## src/rtl/snoop_req_handler.sv

```systemverilog
// Snoop request sequencer for a direct-mapped MESI cache: looks up the snooped line,
// applies the bus-side MESI transition, writes back dirty data and answers the bus.
package snoop_pkg;
  localparam logic [1:0] BUS_NO_REQ          = 2'd0;
  localparam logic [1:0] BUS_READ_REQ        = 2'd1;
  localparam logic [1:0] BUS_INVALIDATE_REQ  = 2'd2;
  localparam logic [1:0] BUS_RWITM_REQ       = 2'd3;
  localparam logic [1:0] BUS_NO_RSP          = 2'd0;
  localparam logic [1:0] BUS_SNOOP_FOUND_RSP = 2'd1;
  localparam logic [3:0] INVALID             = 4'd0;
  localparam logic [3:0] SHARED              = 4'd1;
  localparam logic [3:0] EXCLUSIVE           = 4'd2;
  localparam logic [3:0] MODIFIED            = 4'd3;
endpackage

module fsm_bus_req_ctrl
  import snoop_pkg::*;
(
  input  logic [3:0] cur_state_i,
  input  logic [1:0] bus_req_i,
  output logic [3:0] nxt_state_o,
  output logic       write_back_o,
  output logic       send_bus_rsp_o
);
  logic line_valid;
  assign line_valid = cur_state_i inside {SHARED, EXCLUSIVE, MODIFIED};

  always_comb begin
    // NOTE: every output gets a default first so no path through the case infers a latch.
    nxt_state_o    = cur_state_i;
    write_back_o   = 1'b0;
    send_bus_rsp_o = 1'b0;
    case (bus_req_i)
      BUS_READ_REQ: if (line_valid) begin
        nxt_state_o    = SHARED;
        write_back_o   = (cur_state_i == MODIFIED);
        send_bus_rsp_o = 1'b1;
      end
      BUS_RWITM_REQ: if (line_valid) begin
        nxt_state_o    = INVALID;
        write_back_o   = (cur_state_i == MODIFIED);
        send_bus_rsp_o = 1'b1;
      end
      BUS_INVALIDATE_REQ: if (cur_state_i == SHARED) nxt_state_o = INVALID;
      default: ;
    endcase
  end
endmodule

module snoop_req_handler
  import snoop_pkg::*;
#(
  parameter int ADDR_W = 32,
  parameter int DATA_W = 32,
  parameter int IDX_W  = 4
) (
  input  logic                    clk,
  input  logic                    rst,
  input  logic                    bus_req_valid,
  input  logic [1:0]              bus_req,
  input  logic [ADDR_W-1:0]       bus_addr,
  output logic                    bus_req_ready,
  output logic                    bus_rsp_valid,
  output logic [1:0]              bus_rsp,
  output logic                    arr_rd_en,
  output logic [IDX_W-1:0]        arr_idx,
  input  logic [ADDR_W-IDX_W-1:0] arr_rd_tag,
  input  logic [3:0]              arr_rd_state,
  input  logic [DATA_W-1:0]       arr_rd_data,
  output logic                    arr_st_wr_en,
  output logic [3:0]              arr_st_wr_state,
  output logic                    mem_wb_valid,
  output logic [ADDR_W-1:0]       mem_wb_addr,
  output logic [DATA_W-1:0]       mem_wb_data,
  input  logic                    mem_wb_ready,
  output logic                    busy,
  output logic                    protocol_err,
  output logic [15:0]             stat_hit_cnt,
  output logic [15:0]             stat_wb_cnt
);
  typedef enum logic [2:0] {
    S_IDLE, S_LOOKUP, S_DECIDE, S_WB, S_UPDATE, S_RSP
  } fsm_e;

  fsm_e              state_q, state_d;
  logic [ADDR_W-1:0] addr_q;
  logic [1:0]        req_q;
  logic [DATA_W-1:0] data_q;
  logic [3:0]        nxt_q;
  logic [1:0]        rsp_q;
  logic [15:0]       hit_cnt_q, hit_cnt_d;
  logic [15:0]       wb_cnt_q, wb_cnt_d;

  logic       accept, hit, illegal, hit_ok;
  logic [3:0] ctrl_nxt;
  logic       ctrl_wb, ctrl_rsp;

  assign accept  = bus_req_valid && (bus_req != BUS_NO_REQ);
  assign hit     = (arr_rd_tag == addr_q[ADDR_W-1:IDX_W])
                   && (arr_rd_state inside {SHARED, EXCLUSIVE, MODIFIED});
  // Invalidate only makes sense against a shared copy; another owner means a broken peer.
  assign illegal = hit && (req_q == BUS_INVALIDATE_REQ)
                   && (arr_rd_state inside {EXCLUSIVE, MODIFIED});
  assign hit_ok  = hit && !illegal;

  fsm_bus_req_ctrl u_ctrl (
    .cur_state_i    (arr_rd_state),
    .bus_req_i      (req_q),
    .nxt_state_o    (ctrl_nxt),
    .write_back_o   (ctrl_wb),
    .send_bus_rsp_o (ctrl_rsp)
  );

  // NOTE: sequential state uses non-blocking assignments so every flop samples pre-edge values.
  always_ff @(posedge clk or posedge rst) begin
    if (rst) state_q <= S_IDLE;
    else     state_q <= state_d;
  end

  always_comb begin
    state_d = state_q;
    case (state_q)
      S_IDLE:   if (accept) state_d = S_LOOKUP;
      S_LOOKUP: state_d = S_DECIDE;
      S_DECIDE: begin
        if (!hit_ok)      state_d = S_RSP;
        else if (ctrl_wb) state_d = S_WB;
        else              state_d = S_UPDATE;
      end
      S_WB:     if (mem_wb_ready) state_d = S_UPDATE;
      S_UPDATE: state_d = S_RSP;
      S_RSP:    state_d = S_IDLE;
      default:  state_d = S_IDLE;
    endcase
  end

  always_comb begin
    bus_req_ready = 1'b0;
    arr_rd_en     = 1'b0;
    protocol_err  = 1'b0;
    mem_wb_valid  = 1'b0;
    arr_st_wr_en  = 1'b0;
    bus_rsp_valid = 1'b0;
    case (state_q)
      S_IDLE:   bus_req_ready = 1'b1;
      S_LOOKUP: arr_rd_en     = 1'b1;
      S_DECIDE: protocol_err  = illegal;
      S_WB:     mem_wb_valid  = 1'b1;
      S_UPDATE: arr_st_wr_en  = 1'b1;
      S_RSP:    bus_rsp_valid = 1'b1;
      default: ;
    endcase
  end

  always_ff @(posedge clk or posedge rst) begin
    if (rst) begin
      addr_q <= '0;
      req_q  <= BUS_NO_REQ;
      data_q <= '0;
      nxt_q  <= INVALID;
      rsp_q  <= BUS_NO_RSP;
    end else begin
      if (state_q == S_IDLE && accept) begin
        addr_q <= bus_addr;
        req_q  <= bus_req;
      end
      if (state_q == S_DECIDE) begin
        rsp_q <= (hit_ok && ctrl_rsp) ? BUS_SNOOP_FOUND_RSP : BUS_NO_RSP;
        if (hit_ok) begin
          nxt_q  <= ctrl_nxt;
          data_q <= arr_rd_data;
        end
      end
    end
  end

  always_comb begin
    hit_cnt_d = hit_cnt_q;
    wb_cnt_d  = wb_cnt_q;
    if (state_q == S_DECIDE && hit_ok && hit_cnt_q != 16'hFFFF)
      hit_cnt_d = hit_cnt_q + 16'd1;
    if (state_q == S_WB && mem_wb_ready && wb_cnt_q != 16'hFFFF)
      wb_cnt_d = wb_cnt_q + 16'd1;
  end

  always_ff @(posedge clk or posedge rst) begin
    if (rst) begin
      hit_cnt_q <= '0;
      wb_cnt_q  <= '0;
    end else begin
      hit_cnt_q <= hit_cnt_d;
      wb_cnt_q  <= wb_cnt_d;
    end
  end

  assign busy            = (state_q != S_IDLE);
  assign bus_rsp         = bus_rsp_valid ? rsp_q : BUS_NO_RSP;
  assign arr_idx         = addr_q[IDX_W-1:0];
  assign arr_st_wr_state = nxt_q;
  assign mem_wb_addr     = addr_q;
  assign mem_wb_data     = data_q;
  assign stat_hit_cnt    = hit_cnt_q;
  assign stat_wb_cnt     = wb_cnt_q;
endmodule

```

## config.mk

```make
export PLATFORM = sky130hd
export DESIGN_NAME = snoop_req_handler
export DESIGN_NICKNAME = d
export VERILOG_FILES = /design/src/rtl/snoop_req_handler.sv
export SDC_FILE = /design/constraint.sdc
export NUM_CORES = 1
export LEC_CHECK = 0
export CORE_UTILIZATION = 30
export DETAILED_ROUTE_END_ITERATION = 8
export PLACE_DENSITY_LB_ADDON = 0.1
export RECOVER_POWER = 25
export SLEW_MARGIN = 20
export SYNTH_ARGS = -nofsm -noshare
export SYNTH_HDL_FRONTEND = slang
export SYNTH_HIERARCHICAL = 1
export SYNTH_SLANG_ARGS = --single-unit
```

## constraint.sdc

```tcl
create_clock -name clk -period 9.25 [get_ports clk]
set_input_delay 2.775 -clock clk [delete_from_list [all_inputs] [get_ports clk]]
set_output_delay 2.775 -clock clk [all_outputs]
set_load 0.02 [all_outputs]
```

Yosys cells after proc, flatten, opt, wreduce, memory -nomap -nowiden:

Index checks and enable logic that the tools add are counted.

* $add $sub $neg: 2
* equal/unequal tests: 16
* muxes and demuxes: 21
* reduce and logical (&&, ||, !) cells: 20

Operators by type and width (number)
* adder 16 x 1 -> 16 bit, second input constant: 2
* != test 16 bit, second input constant: 2
* equality test 28 bit: 1
* one-hot mux 3 bit (5 select lines): 1
* two-way mux 3 bit: 4
* two-way mux 4 bit: 3
* one-hot mux 4 bit (3 select lines): 1
* logical AND 1 bit: 11
* two-way mux 1 bit: 11
* equality test 4 x 2 -> 1 bit, second input constant: 2
* equality test 3 x 2 -> 1 bit, second input constant: 2
* equality test 3 bit, second input constant: 2
* nonzero test 3 bit: 2
* equality test 2 bit, second input constant: 2
* equality test 4 x 1 -> 1 bit, second input constant: 1
* != test 2 bit, second input constant: 2
* AND reduction 2 bit: 2
* nonzero test 2 bit: 2
* equality test 3 x 1 -> 1 bit, second input constant: 1
* logical NOT 3 bit: 1
* equality test 2 x 1 -> 1 bit, second input constant: 1
* two-way mux 2 bit: 1
* OR reduction 2 bit: 1
* logical NOT 1 bit: 1

* bits in registers: 107
* input port bits: 102
* output and inout port bits: 113
* word-level logic and storage cells: 67

Logic depth before layout (Yosys ltp):

Gate-level depths: netlist (run 1).

* word-level depth: 9
* mapped depth: 7
* gate-level depth less buffers: 7

Cells and area by module:

Netlist (run 1), hierarchy kept.

Modules (own cells, without submodules)
* snoop_req_handler: instances 1, cells each 376, area an instance 4834.6 um2, seq. area each 2652.5 um2
* fsm_bus_req_ctrl: instances 1, cells each 10, area an instance 67.6 um2, seq. area each 0.0 um2

Worst setup path before layout (run 1):

No wires, ideal clock.

* kind: input -> output
* start: in arr_rd_tag[21]
* end: out protocol_err
* data arrival time: 3.878 ns
* data required time: 6.475 ns
* slack: 2.597 ns
* stages: 5
* buffers on the path: 0
* path through: xor2_1 -> nor4_1 -> nand4_1 -> nor2_1 -> and3_1

* word-level cells in the longest chain between the ends: 5

RTL lines
* start: declaration: RTL line 67 `input logic [ADDR_W-IDX_W-1:0] arr_rd_tag,`
* equality test 28 bit: RTL line 99 `assign hit = (arr_rd_tag == addr_q[ADDR_W-1:IDX_W])`
* logical AND 1 bit: RTL line 100 `&& (arr_rd_state inside {SHARED, EXCLUSIVE, MODIFIED});`
* logical AND 1 bit: RTL line 102 `assign illegal = hit && (req_q == BUS_INVALIDATE_REQ)`
* logical AND 1 bit: RTL line 103 `&& (arr_rd_state inside {EXCLUSIVE, MODIFIED});`
* two-way mux 1 bit: RTL line 144 `case (state_q)`
* end: declaration: RTL line 77 `output logic protocol_err,`

Every way passes these cells.

Worst setup path in the final report (run 1):

Ends and elaborated chain as after synthesis.

==> impl_results.md, run 1 <==
- Status: finished with violations
- Violated checks: capacitance limit, slew limit
- Relative slew margins: -29.6%
- Worst r2r src: mem_wb_addr[25]
- Drt pass-1 iters: 4
- Power Density: 227 nW/um^2
- Worst hold start: stat_wb_cnt[13]
- WL met2: 6660 um
- Synthesis-stage register bit count: 106
- Synth warnings: 6
- Die ar.: 16900 um^2
- Clock period minus worst slack: 8.20 ns
- Syn Inst Count: 386
- Largest net degree at the start of global routing: 67
- Clk Latency, worst-skew pair: 0.35 ns
- Post-route antenna net violation count: 0
- DR vias/cell: 4.60
- Starting Density: 30.7%
- Worst EP arrival: 5.42 ns
- First-pass GRT wire length: 20200 um
- Total global-route track usage: 15.8%
- Depth of the CTS H-tree: 3
- Total number of vias: 3752
- Post-CTS setup buffer count: 0
- Wire per inst: 15.9 um
- Critical path type: in -> out
- Final Setup Violations: 0
- NumNets Final: 699
- CTS tree: built
- Worst EP required: 6.48 ns
- Die Y: 130 um
- Grt total ovfl: 0
- Final hold viol count: 0
- Hold_buf cts: 0
- Core Util, Final: 47.6%
- Cell type with the highest aggregate area in the netlist: dfrtp_1
- Clk pin slew, worst setup/hold paths: 0.07 ns
- Num Clock Sinks: 106
- Total negative slack: 0 ns
- Post-Route WL: 13000 um
- Synth area leaders: dfrtp_1 (54%), mux2_2 (17%), xor2_1 (6.4%)
- Most frequent cell after synthesis: dfrtp_1
- Post-DP HPWL: 9760 um
- Max VDD drop: 0.136 mV
- Vias in the first global route: 3796
- Clock root buffer: clkbuf_16
- Share of the synthesized area in the top cell type: 54.1%
- Count of cell types in the netlist: 48
- Area grow syn2layout: 54.8%
- Post-synth top flop: dfrtp_1
- Mapped Avg Cell Area: 12.7 um^2
- Initial antenna violation count: 0
- Final Max Tran Viols: 42
- Number of I/O pins: 215
- Hold Path Class: reg -> reg
- Cts bufs inserted: 9
- Min Hold Slack: 0.495 ns
- Post-synth ARST share: 100%
- ANT cells: 0
- Layout cells sized above 1: 18.2%
- Post-synthesis sequential area ratio: 54.1%
- Longest Clk Path Bufs: 2
- Static leakage: 3.36 nW
- Critical Path Sink Type: primary output
- Number of synthesized flops with an enable pin: 0
- PortBufs: 213
- Worst Tran Pin Value: 1.93 ns
- Final period utilization: 88.6%
- Synthesized area: 4900 um^2
- Synth Net Count: 490
- RePlAce Congestion: 0.752
- Skew final: 0.00924 ns
- Max layer used: met4
- Crit Path Max Fanout: 5
- Post-CTS Resized: 0
- Core ar.: 15900 um^2
- Achievable Freq: 122 MHz
- Max Cap Viol: 1
- Post-Route M1 WL: 5570 um
- DRC: 0
- Post-synth top cells: dfrtp_1 (106), mux2_2 (73), xor2_1 (36), xnor2_1 (20), nand2_1 (18)
- RSZ-0062 raised after global routing: no
- Initial DRC count: 123
- Startpoint types: input pin
- CP Launch Point: arr_rd_tag[21]
- WL met3: 571 um
- Die width: 130 um
- FP Rows: 46
## cell families (layout without fill, tap and decap cells)
kind of cell	Yosys count	count (layout)	share of synthesized area [%]
other	1	1	0.0765
adder cells (fa/ha/maj)	2	2	0.510
XOR/XNOR	56	56	10.0
buffers and inverters	22	236	2.32
flip-flops	106	106	54.1
AND/OR/NAND/NOR	111	111	14.2
AO/OA/AOI/OAI	15	15	2.04
multiplexers	73	73	16.8
## cells in the final DEF, fill, tap and decap left out, drive strengths merged, types with 3 or more instances in the layout
cell and instances:
xnor2 20, a21oi 4, xor2 36, and4 8, clkdlybuf4s50 174, dfrtp 106, dlygate4sd3 39, nand2 18
mux2 73, bufinv 3, o21ai 3, nor3b 5, nand4 12, nand3 15, nor3 5, and3 10
inv 5, and2 3, nor4 10, nor2b 3, or4 3, nor2 9, clkbuf 9
## power by group
group          total, mW  switching, mW  internal [mW]  leakage [nW]
registers          0.646         0.0931          0.553          1.40
logic              0.630          0.296          0.334          1.80
clock network      0.450          0.182          0.268         0.168
total               1.73          0.571           1.15          3.36
## registers in the layout (all words and copies together) (netlist names)
signal and flops:
mem_wb_data 32, mem_wb_addr 32, stat_wb_cnt 16, state_q 3
rsp_q 1, req_q 2, arr_st_wr_state 4, stat_hit_cnt 16
## routing by layer
metal | vias up | GRT usage (%)
met4 | 0 | 5.95
met3 | 12 | 3.57
met2 | 103 | 26.7
li1 | 1796 | -
met1 | 1841 | 19.8
met5 | - | 0
## layout make-up
cell class	count	area [um^2]
Fill cell	1473	8350
Clock inverter	7	126
Inverter	5	20.0
Clock buffer	9	225
Tap cell	216	270
Sequential cell	106	2650
Timing Repair Buffer	215	2150
Multi-Input combinational cell	258	2150
## final timing paths
path | depth (start not counted) | slack, ns | end
min in group asynchronous | 2 | 3.36 | mem_wb_addr[2]
worst min-delay path | 1 | 0.49 | stat_wb_cnt[13]
worst max register to register | 7 | 6.44 | stat_hit_cnt[1]
worst max-delay path | 7 | 1.05 | protocol_err
worst min register to register | 1 | 0.49 | stat_wb_cnt[13]
max in group asynchronous | 3 | 4.25 | mem_wb_data[6]
## metrics by stage
step	std cells	worst slack (ns)	power (mW)	instance area [um^2]
6_report	816	1.05	1.73	7590
5_1_grt	816	0.834	1.82	7590
2_1_floorplan	386	2.60	0.988	4900
3_3_place_gp	800	1.05	1.29	7240
4_1_cts	816	0.965	1.76	7590
3_5_place_dp	800	0.972	1.29	7240
## worst max-delay path: stages
cell and delay, ns:
clkdlybuf4s50_1 0.42, xor2_1 0.15, nor4_1 0.61, nand4_1 0.28, nor2_1 0.35, and3_1 0.22
clkdlybuf4s50_1 0.61
No activity file was read; power rests on OpenSTA's default activity.
==> run 2, diff against run 1 <==
==> constraint.sdc (replaced) <==
create_clock -name clk -period 8 [get_ports clk]
set_input_delay 2.4 -clock clk [delete_from_list [all_inputs] [get_ports clk]]
set_output_delay 2.4 -clock clk [all_outputs]
set_load 0.02 [all_outputs]
==> run 2 against run 1 <==
The run still ends with capacitance limit, slew limit left. Count of clock-buffer cells in the layout rose by 2. Critical path depth did not move. Highest routed layer unchanged. Power rose by 11%. Largest cell class unchanged. Wire length rose by 1.1%. Cell area fell by 0.81%. Via count fell by 0.64%. Non-clock buffer count did not move. Final cell count did not move. Setup slack got worse by 0.51 ns. Sequential power rose by 16%. Worst hold slack improved by 0.0011 ns.
==> impl_results.md, run 2 (same netlist as run 1, synthesis figures left out) <==
- Reg power frac: 39.2%
- Post-Route WL: 13100 um
- PortBufs: 213
- Core ar.: 15900 um^2
- First-pass GRT wire length: 20500 um
- Total number of vias: 3728
- Die ar.: 16900 um^2
- RePlAce Congestion: 0.763
- Num Clock Sinks: 106
- Post-CTS setup buffer count: 0
- Initial DRC count: 120
- Int Power: 1.26 mW
- Clock root buffer: clkbuf_16
- Initial antenna violation count: 0
- CTS tree: built
- Starting Density: 30.7%
- Worst EP required: 5.60 ns
- FP Rows: 46
- NumNets Final: 699
- DR vias/cell: 4.57
- Vias in the first global route: 3866
- Final Setup Violations: 0
- Final period utilization: 93.2%
- Final Max Tran Viols: 45
- RSZ-0062 raised after global routing: no
- Max VDD drop: 0.148 mV
- Skew final: 0.00769 ns
- Power Density: 254 nW/um^2
- Violated checks: capacitance limit, slew limit
- Wire per inst: 16.1 um
- Longest Clk Path Bufs: 2
- Number of I/O pins: 215
- Clk Latency, worst-skew pair: 0.35 ns
- Post-route antenna net violation count: 0
- Clock period minus worst slack: 7.46 ns
- Relative slew margins: -34.2%
- Critical Path Sink Type: primary output
- Post-CTS Resized: 0
- Critical path type: in -> out
- Crit Path Max Fanout: 5
- Fill count: 1456
- Largest net degree at the start of global routing: 64
- Die width: 130 um
- Share of power burned in the clock network: 22.8%
- Cts bufs inserted: 9
- Depth of the CTS H-tree: 3
- Grt total ovfl: 0
- Total negative slack: 0 ns
- Layout cells sized above 1: 18.2%
- Achievable Freq: 134 MHz
- Psw: 0.656 mW
- DRC: 0
- Hold_buf cts: 0
- Startpoint types: input pin
- Die Y: 130 um
- Total global-route track usage: 16.0%
- Max Cap Viol: 1
- Worst EP arrival: 5.06 ns
- Most frequent cells in the layout: clkdlybuf4s50_1 (177), dfrtp_1 (106), mux2_2 (73)
- Sw Share: 34.3%
- Post-DP HPWL: 9830 um
- Commonest non-fill, non-tap cell in the layout: clkdlybuf4s50_1
- ANT cells: 0
- Drt pass-1 iters: 4
- Clk pin slew, worst setup/hold paths: 0.07 ns
- Hold Path Class: reg -> reg
- Static leakage: 3.33 nW
- Area grow syn2layout: 53.6%
- Worst Tran Pin Value: 2.00 ns
- Status: finished with violations
- Final Power: 1.91 mW
- Final hold viol count: 0
- Comb power frac: 38.0%
[run 2: power by group through the flow]
stage | logic, mW | registers [mW] | clock network, mW
floorplan | 0.296 | 0.847 | 0
global placement | 0.730 | 0.758 | 0
detailed placement | 0.734 | 0.759 | 0
CTS | 0.737 | 0.753 | 0.456
global route | 0.774 | 0.770 | 0.476
finish | 0.728 | 0.750 | 0.436
[run 2: layout make-up]
cell class	count	area (um^2)	share of cell area, %
Clock buffer	11	253	3.36
Clock inverter	5	37.5	0.499
Inverter	5	20.0	0.266
Multi-Input combinational cell	258	2150	28.5
Sequential cell	106	2650	35.2
Tap cell	216	270	3.59
Timing Repair Buffer	215	2150	28.5
[run 2: routing by layer]
| layer | wire length, um | global-route usage [%] | up-vias |
|---|---|---|---|
| met3 | 710 | 4.43 | 11 |
| li1 | - | - | 1791 |
| met2 | 6810 | 27.3 | 122 |
| met4 | 150 | 4.72 | 0 |
| met1 | 5470 | 19.8 | 1804 |
| met5 | 0 | 0 | - |
[run 2: stage by stage]
step           utilization, %  instance area, um^2  hold slack, ns  setup WS, ns  cells
2_1_floorplan               -                 4900           0.504          2.10    386
3_3_place_gp             45.4                 7240           0.474         0.523    800
3_5_place_dp             45.4                 7240           0.486         0.501    800
4_1_cts                  47.2                 7530           0.497         0.492    816
5_1_grt                  47.2                 7530           0.521         0.278    816
6_report                 47.2                 7530           0.496         0.543    816
[run 2: path summary, 6_finish.rpt]
check,startpoint,end,slack (ns),depth (start not counted)
max,arr_rd_tag[21],protocol_err,0.54,7
min,stat_wb_cnt[10],stat_wb_cnt[10],0.50,1
max reg2reg,mem_wb_addr[25],stat_hit_cnt[1],5.19,7
min reg2reg,stat_wb_cnt[10],stat_wb_cnt[10],0.50,1
max in group asynchronous,rst,mem_wb_data[6],3.37,3
min in group asynchronous,rst,mem_wb_addr[2],3.02,2
[run 2: critical path, cell delays in order]
cell             delay [ns]
clkdlybuf4s50_1        0.41
xor2_1                 0.14
nor4_1                 0.62
nand4_1                0.28
nor2_1                 0.35
and3_1                 0.23
clkdlybuf4s50_1        0.62
==> run 3, diff against run 2 <==
--- a/config.mk
+++ b/config.mk
@@ -5,10 +5,11 @@
 export SDC_FILE = /design/constraint.sdc
 export NUM_CORES = 1
 export LEC_CHECK = 0
-export CORE_UTILIZATION = 30
+export CORE_UTILIZATION = 35
 export DETAILED_ROUTE_END_ITERATION = 8
 export PLACE_DENSITY_LB_ADDON = 0.1
 export RECOVER_POWER = 25
+export REMOVE_ABC_BUFFERS = 1
 export SLEW_MARGIN = 20
 export SYNTH_ARGS = -nofsm -noshare
 export SYNTH_HDL_FRONTEND = slang
==> run 3 against run 2 <==
The flow still finishes with violations (capacitance limit, slew limit). Clock power increased by 6.7%. Wire length decreased by 3.2%. Sequential share of layout area increased by 0.14 points. Critical endpoint unchanged. Clock skew increased by 0.0016 ns. Largest power group unchanged. Non-clock buffer count unchanged. Global-route usage increased by 1.8 points. Combinational power about the same.
==> impl_results.md, run 3 (same netlist as run 1, synthesis figures left out) <==
- Status: finished with violations
- Violated checks: capacitance limit, slew limit
- Wire per inst: 16.4 um
- Relative slew margins: -55.9%
- Cell family with most CP delay: simple AND/OR/NAND/NOR gates
- Buf/Inv on CP: 2
- Max Cap Viol: 1
- Worst EP arrival: 5.01 ns
- Die ar.: 14500 um^2
- Final hold viol count: 0
- Largest net degree at the start of global routing: 55
- Critical Path Sink Type: primary output
- Drt pass-1 iters: 4
- Initial antenna violation count: 0
- Worst EP required: 5.60 ns
- Total negative slack: 0 ns
- DRC: 0
- Min Hold Slack: 0.499 ns
- Commonest non-fill, non-tap cell in the layout: clkdlybuf4s50_1
- Initial DRC count: 114
- Longest Clk Path Bufs: 2
- Power Density: 259 nW/um^2
- Cts bufs inserted: 9
- Number of I/O pins: 215
- RePlAce Congestion: 0.780
- Max VDD drop: 0.176 mV
- Starting Density: 36.4%
- Static leakage: 3.31 nW
- Post-DP HPWL: 9560 um
- Core ar.: 13500 um^2
- Non-Filler Instances: 776
- Hold Path Class: reg -> reg
- CTS tree: built
- Total global-route track usage: 17.8%
- Area grow syn2layout: 53.0%
- R2r setup slk: 4.71 ns
- Multi-input combinational cell area: 2150 um^2
- Grt total ovfl: 0
- NumNets Final: 699
- Clk Latency, worst-skew pair: 0.35 ns
- Post-CTS Resized: 0
- Reg area: 2650 um^2
- Clock root buffer: clkbuf_16
- RSZ-0062 raised after global routing: no
- Num Clock Sinks: 106
- Final period utilization: 92.6%
- Crit Path Max Fanout: 5
- Most frequent cells in the layout: clkdlybuf4s50_1 (185), dfrtp_1 (106), mux2_2 (73)
- Total number of vias: 3783
- Clk pin slew, worst setup/hold paths: 0.07 ns
- Skew final: 0.00934 ns
- Depth of the CTS H-tree: 3
- Layout cells sized above 1: 18.2%
- Die width: 120 um
- Startpoint types: input pin
- PortBufs: 213
- FP Rows: 42
- Vias in the first global route: 3775
- Worst path slowest cell: nor4_1
- Die Y: 120 um
- Post-CTS setup buffer count: 0
- Final Max Tran Viols: 54
- Final Setup Violations: 0
- Most used cell, CP: clkdlybuf4s50_1
- Worst Tran Pin Value: 2.33 ns
- DR vias/cell: 4.88
- Post-route antenna net violation count: 0
- Post-Route WL: 12700 um
- Cell Chain, Critical Path: clkdlybuf4s50_1 > xor2_1 > nor4_1 > nand4_1 > nor2_1 > and3_1 > clkdlybuf4s50_1
- Clock period minus worst slack: 7.41 ns
- Achievable Freq: 135 MHz
- First-pass GRT wire length: 19700 um
- Hold_buf cts: 0
- Critical path type: in -> out
- ANT cells: 0
- # placed instances: 760
- Fill count: 1214
- Crit path largest cell delay: 0.62 ns
[run 3: final timing paths]
| path | from | to | depth (start not counted) |
|---|---|---|---|
| setup / recovery | arr_rd_tag[21] | protocol_err | 7 |
| hold / removal | stat_hit_cnt[7] | stat_hit_cnt[7] | 1 |
| setup reg to reg | mem_wb_addr[25] | mem_wb_data[27] | 6 |
| hold reg to reg | stat_hit_cnt[7] | stat_hit_cnt[7] | 1 |
| max in group asynchronous | rst | mem_wb_data[0] | 3 |
| min in group asynchronous | rst | mem_wb_data[27] | 2 |
[run 3: final cells by class]
type | instances | area share [%]
Clock buffer | 10 | 3.19
Clock inverter | 6 | 0.967
Inverter | 5 | 0.267
Multi-Input combinational cell | 258 | 28.7
Sequential cell | 106 | 35.4
Tap cell | 176 | 2.94
Timing Repair Buffer | 215 | 28.6
[run 3: layer usage]
metal / up-vias / part of all wire [%] / global-route usage, %
li1: 1790 / - / -
met1: 1862 / 41 / 21.3
met2: 115 / 50 / 29.8
met3: 16 / 6.6 / 4.76
met4: 0 / 2.1 / 8.18
met5: - / 0 / 0
[run 3: stage by stage]
stage | utilization [%] | worst slack [ns] | power, mW | instance area (um^2)
2_1_floorplan | - | 2.10 | 1.13 | 4810
3_3_place_gp | 53.5 | 0.621 | 1.48 | 7190
3_5_place_dp | 53.5 | 0.583 | 1.49 | 7190
4_1_cts | 55.8 | 0.577 | 1.97 | 7500
5_1_grt | 55.8 | 0.384 | 2.05 | 7500
6_report | 55.8 | 0.595 | 1.94 | 7500
[run 3: report_power, final]
part           internal, mW  switching, mW
Combinational         0.388          0.339
Clock                 0.255          0.210
Sequential            0.639          0.110
[run 3: worst register-to-register path, cell delays in order (launching register included)]
cell     delay, ns
dfrtp_1       0.42
xor2_1        0.17
nor4_1        0.62
nand4_1       0.27
nor3b_4       0.86
buf_4         0.46
mux2_2        0.39
